--- config.mk ---
export PLATFORM = sky130hd
export DESIGN_NAME = pbit_synapse_mac
export DESIGN_NICKNAME = d
export VERILOG_FILES = /design/src/rtl/pbit_synapse_mac.sv
export SDC_FILE = /design/constraint.sdc
export NUM_CORES = 1
export LEC_CHECK = 0
export BUFFER_PORTS_ARGS = -buffer_cell sky130_fd_sc_hd__buf_2
export CAP_MARGIN = 40
export CORE_AREA = 2 2 66 68
export CTS_CLUSTER_DIAMETER = 40
export CTS_CLUSTER_SIZE = 28
export DETAILED_ROUTE_END_ITERATION = 10
export DIE_AREA = 0 0 68 70
export GPL_TIMING_DRIVEN = 0
export PLACE_DENSITY = 0.83
export SYNTH_ARGS = -nofsm -noshare
export SYNTH_HDL_FRONTEND = slang
export SYNTH_SLANG_ARGS = --single-unit
export TNS_END_PERCENT = 1
--- constraint.sdc ---
create_clock -name CLK -period 9 [get_ports CLK]
set_input_delay 1.8 -clock CLK [delete_from_list [all_inputs] [get_ports CLK]]
set_output_delay 1.8 -clock CLK [all_outputs]
set_load 0.01 [all_outputs]
--- src/rtl/pbit_synapse_mac.sv ---
// Synapse/bias generator: sequential MAC of +/-1 neighbour states against signed weights plus bias,
// scaled and clamped to a 6-bit signed z. Define PBIT_SYN_SATFLAG_EN to add the `sat` clamp flag.
module pbit_synapse_mac #(
  parameter int N     = 8,
  parameter int WW    = 8,
  parameter int SHIFT = 2
) (
  input  logic                  CLK,
  input  logic                  RST,
  input  logic                  start,
  input  logic [N-1:0]          m_in,
  input  logic signed [WW-1:0]  h,
  output logic                  w_rd,
  output logic [$clog2(N)-1:0]  w_addr,
  input  logic signed [WW-1:0]  w_data,
  output logic                  busy,
  output logic signed [5:0]     z,
  output logic                  z_valid
`ifdef PBIT_SYN_SATFLAG_EN
  ,
  output logic                  sat
`endif
);

  localparam int AddrW = $clog2(N);
  localparam int AW    = WW + $clog2(N + 1) + 1;
  localparam logic signed [AW-1:0] ZMax = AW'(31);
  localparam logic signed [AW-1:0] ZMin = AW'(-32);

  typedef enum logic [1:0] {ST_IDLE, ST_RD, ST_DRAIN, ST_DONE} state_t;

  state_t               state_q, state_d;
  logic                 accept;
  logic signed [AW-1:0] acc, w_ext, term, s;
  logic [N-1:0]         m_q;
  logic                 rd_q;
  logic [AddrW-1:0]     k_q;
  logic signed [5:0]    z_next;
`ifdef PBIT_SYN_SATFLAG_EN
  logic                 clamped;
`endif

  always_comb begin
    state_d = state_q;
    w_rd    = 1'b0;
    busy    = 1'b1;
    accept  = 1'b0;
    case (state_q)
      ST_IDLE: begin
        busy = 1'b0;
        if (start) begin
          accept  = 1'b1;
          state_d = ST_RD;
        end
      end
      ST_RD: begin
        w_rd = 1'b1;
        if (w_addr == AddrW'(N - 1)) state_d = ST_DRAIN;
      end
      ST_DRAIN: state_d = ST_DONE;
      ST_DONE:  state_d = ST_IDLE;
      default:  state_d = ST_IDLE;
    endcase
  end

  // Weight arrives one cycle after its read, so the sign comes from the address issued last cycle.
  always_comb begin
    w_ext = AW'(w_data);
    term  = m_q[k_q] ? w_ext : -w_ext;
    s     = acc >>> SHIFT;
    if (s > ZMax)      z_next = 6'b01_1111;
    else if (s < ZMin) z_next = 6'b10_0000;
    else               z_next = s[5:0];
  end

`ifdef PBIT_SYN_SATFLAG_EN
  always_comb clamped = (s > ZMax) || (s < ZMin);
`endif

  always_ff @(posedge CLK or negedge RST) begin
    if (!RST) state_q <= ST_IDLE;
    else      state_q <= state_d;
  end

  always_ff @(posedge CLK or negedge RST) begin
    if (!RST) begin
      acc     <= '0;
      m_q     <= '0;
      rd_q    <= 1'b0;
      k_q     <= '0;
      w_addr  <= '0;
      z       <= '0;
      z_valid <= 1'b0;
`ifdef PBIT_SYN_SATFLAG_EN
      sat     <= 1'b0;
`endif
    end else begin
      rd_q    <= w_rd;
      k_q     <= w_addr;
      z_valid <= 1'b0;
      if (accept) begin
        m_q    <= m_in;
        acc    <= AW'(h);
        w_addr <= '0;
      end else if (rd_q) begin
        acc <= acc + term;
      end
      if (w_rd) w_addr <= (w_addr == AddrW'(N - 1)) ? '0 : w_addr + AddrW'(1);
      if (state_q == ST_DONE) begin
        z       <= z_next;
        z_valid <= 1'b1;
`ifdef PBIT_SYN_SATFLAG_EN
        sat     <= clamped;
`endif
      end
    end
  end

endmodule

### Word-level counts from Yosys, hierarchy flattened

Cells that the tools add are included.

* flip-flop bits (word level): 37
* bits of input ports: 27
* output and inout bits: 12
* word-level logic and storage cells: 42

* add/subtract/negate cells: 3
* magnitude comparators: 3
* equality and inequality tests: 6
* mux-type cells: 18
* reductions and logical operators: 4

Operators with widths (number)
* $mux 13: 3
* $add 13x13->13: 1
* $neg 8->13: 1
* $mux 6: 2
* $gt 11x6->1 const B: 1
* $lt 11x6->1 const B: 1
* $mux 3: 3
* $pmux 2 s4: 1
* $mux 1: 6
* $eq 2x2->1 const B: 2
* $lt 3x4->1 const B: 1
* $mux 2: 2
* $ne 2x2->1 const B: 2
* $reduce_bool 2->1: 2
* $add 3x1->3 const B: 1
* $bmux 1 s3: 1
* $eq 3x3->1 const B: 1
* $eq 2x1->1 const B: 1
* $logic_not 2->1: 1
* $reduce_and 2->1: 1

### Logic depth before layout (Yosys ltp)

* word-level depth: 6
* mapped depth: 12
* gate-level depth less buffers: 12

### Worst setup path after synthesis

OpenSTA, ideal clock, no wires.

* path type: input port to flip-flop
* start point: in w_data[0]
* end point: reg acc[12]
* setup time: 0.079 ns
* arrival time: 3.819 ns
* required time: 8.921 ns
* setup slack: 5.102 ns
* stages: 11
* path buffers: 0
* cells stage by stage: inv_1 > ha_1 > nand2_1 > o21ai_0 > fa_1 > a211oi_1 > nor2_1 > a221oi_1 > o21ai_0 > xnor2_1 > mux2i_1

* cells in the longest elaborated chain, start to end: 5

Ends and longest elaborated chain
* from (decl): line 15 `input logic signed [WW-1:0] w_data,`
* $neg 8->13: line 69 `term = m_q[k_q] ? w_ext : -w_ext;`
* $mux 13 *: line 69
* $add 13x13->13 *: line 106 `acc <= acc + term;`
* $mux 13 *: line 105 `end else if (rd_q) begin`
* $mux 13 *: line 101 `if (accept) begin`
* to (signal assigned): line 103 `acc <= AW'(h);`
* to (signal assigned): line 106
* to (decl): line 34 `logic signed [AW-1:0] acc, w_ext, term, s;`

Mark *: on every way between the ends. The rest lies on a longest branch, timed or not. The select of a mux whose other input is x is not followed.
A chain may end at the register's enable or synchronous reset.

### Final worst setup path

* start point: in w_data[3]
* end point: reg acc[12]

The elaborated chain is that of the path after synthesis.

==> reports/results.tsv <==
metric	value	unit
status	finished clean	
top cell type's share of synthesized area	39.8	%
vias	1910	
largest net degree at the start of global routing	38	
Port Buffers	38	
clock tree buffer depth	2	
crit path launch	w_data[3]	
first-pass GRT wire length	8180	um
commonest non-fill, non-tap cell in the layout	nand2_1	
slowest CP cell	ha_1	
area used by multi-input combinational logic	0.00132	mm^2
register area	926	um^2
DRC viols	0	
Die ar.	0.00476	mm^2
highest-count cells in the layout ignoring fill and taps	nand2_1 (48), buf_2 (39), dfrtp_1 (37), o21ai_0 (25), ha_1 (21)	
initial antenna violation count	0	
crit path kind	in2reg	
Yosys reg bits	37	
Vias per Instance	5.49	
Mapped Cells	251	
fmax	248	MHz
worst relative slew slack	47.4	%
crit-path cells	buf_2 > nor3_1 > nand3_1 > o31ai_1 > xnor2_1 > ha_1 > o21ai_0 > o21bai_1 > a21boi_0 > o21ai_0 > xnor2_1 > mux2i_1	
Worst EP required	9.20	ns
count of final setup violators	0	
ANT nets after route	0	
Die Wd	68	um
vias in the first global route	1827	
Pre-Repair DR Iteration Count	4	
Netlist Area Pre-Place	0.00233	mm^2
Worst Path Arrival	4.23	ns
antenna cell count	0	
hold_ws	0.435	ns
max-slew violations	0	
Crit Path Max Fanout	6	
Ys Warns	0	
worst-margin pin slew	0.789	ns
hold_sp	w_addr[2]	
# IOs	39	
sequential area share after synthesis	39.8	%
Period minus WS final	4.03	ns
final wirelength	4850	um
Worst Setup Start Kind	input pin	
syn_nets	300	
CP peak stage delay	0.41	ns
Fillers	352	
Synth area leader	dfrtp_1	
Clock Skews	0.00366	ns
# nets final	345	
clock root cell	clkbuf_8	
Post-Syn Area per Cell	9.27	um^2
total gr overflow	0	
HP Class	reg2reg	
post-CTS sizing	0	
Post-CTS Hold Buffers	0	
Core ar.	0.00414	mm^2
Die Ht	70	um
area delta synth->final	14.7	%
final instance area	0.00267	mm^2
postcts setup bufs	0	
wire per inst	13.9	um
Fin. Hold Viols	0	
CTS sink count	37	
post-route clock period utilization	44.8	%
number of synthesized flops with an enable pin	0	
placed cell area	0.00258	mm^2
RR Startpoint	k_q[0]	
Unique masters post-synth	34	
ys async rst share	100	%
Clock Pin Slew Worst Setup and Hold Paths	0.07	ns
num rows	24	
H-tree levels	2	
Clock Latency Late Sink	0.28	ns
share of cells above drive strength 1	16.6	%
max_cap viols	0	
RSZ-0062 raised after global routing	no	
Sum Neg Setup Slack	0	ns
GPL Wtd Cong	0.807	
DRT iter0 DRCs	140	
Post-DP HPWL	3800	um
Critical Path Sink Type	flip-flop	
top cells by area, synth	dfrtp_1 (40%), ha_1 (11%), nand2_1 (7.7%)	
Starting Density	56.1	%
dominant synthesized flop cell	dfrtp_1	
gr usage total	22.6	%
CTS buffer count	5	
CTS tree	built	
## flip-flops by register name, indices dropped and copies added (netlist names)
signal and count:
acc 13, k_q 3, z 6, rd_q 1, z_valid 1, state_q 2
m_q 8, w_addr 3
## cell usage after synthesis, types with 3 or more instances
library cell	number
o21ai_0	25
o31ai_1	5
clkbuf_1	7
nand2_1	48
a21o_1	6
o211ai_1	5
inv_1	13
nand3_1	3
a21oi_1	16
nor2_1	8
nor3_1	5
a211oi_1	3
ha_1	21
dfrtp_1	37
mux2i_1	11
xnor2_1	13
xor2_1	4
## per-layer routing
metal  part of all wire, %  GRT usage (%)
met1                    46           31.4
met2                    49           34.8
met3                   4.4           5.80
met4                  0.91           6.00
met5                     0              0
## metrics by stage
stage / util, % / setup WS (ns) / cells
2_1_floorplan: - / 5.10 / 251
3_3_place_gp: 62.3 / 4.71 / 341
3_5_place_dp: 62.3 / 4.65 / 341
4_1_cts: 64.4 / 4.94 / 348
5_1_grt: 64.4 / 4.63 / 348
6_report: 64.4 / 4.97 / 348
## cell families (layout without fill, tap and decap cells)
family | Yosys count | count (layout) | synth area share, %
flip-flops | 37 | 37 | 39.8
XOR/XNOR | 17 | 17 | 6.40
AO/OA/AOI/OAI | 69 | 69 | 18.0
AND/OR/NAND/NOR | 70 | 70 | 12.4
adder cells (fa/ha/maj) | 22 | 22 | 12.2
multiplexers | 15 | 15 | 7.75
buffers and inverters | 21 | 66 | 3.44
## final timing paths
kind / end / slack [ns] / depth (start not counted)
setup / recovery: acc[12] / 4.97 / 12
hold / removal: k_q[2] / 0.43 / 0
setup reg to reg: acc[10] / 5.47 / 11
hold reg to reg: k_q[2] / 0.43 / 0
max in group asynchronous: m_q[2] / 6.90 / 1
min in group asynchronous: w_addr[1] / 1.59 / 1
## worst max-delay path, delay by kind of cell
family / cells / cell delay (ns)
multiplexers: 1 / 0.22
buffers and inverters: 1 / 0.11
adder cells (fa/ha/maj): 1 / 0.41
AO/OA/AOI/OAI: 5 / 1.00
AND/OR/NAND/NOR: 2 / 0.39
XOR/XNOR: 2 / 0.30
## cell type report
cell class / instances / share of cell area, %
Buffer: 8 / 1.17
Timing Repair Buffer: 38 / 7.13
Tap cell: 52 / 2.44
Clock buffer: 7 / 3.24
Sequential cell: 37 / 34.7
Multi-Input combinational cell: 193 / 49.5
Inverter: 13 / 1.83
Power is left out: the tool's default activity adds up to more than one toggle a clock period on the data nets, which glitch-free logic cannot reach.
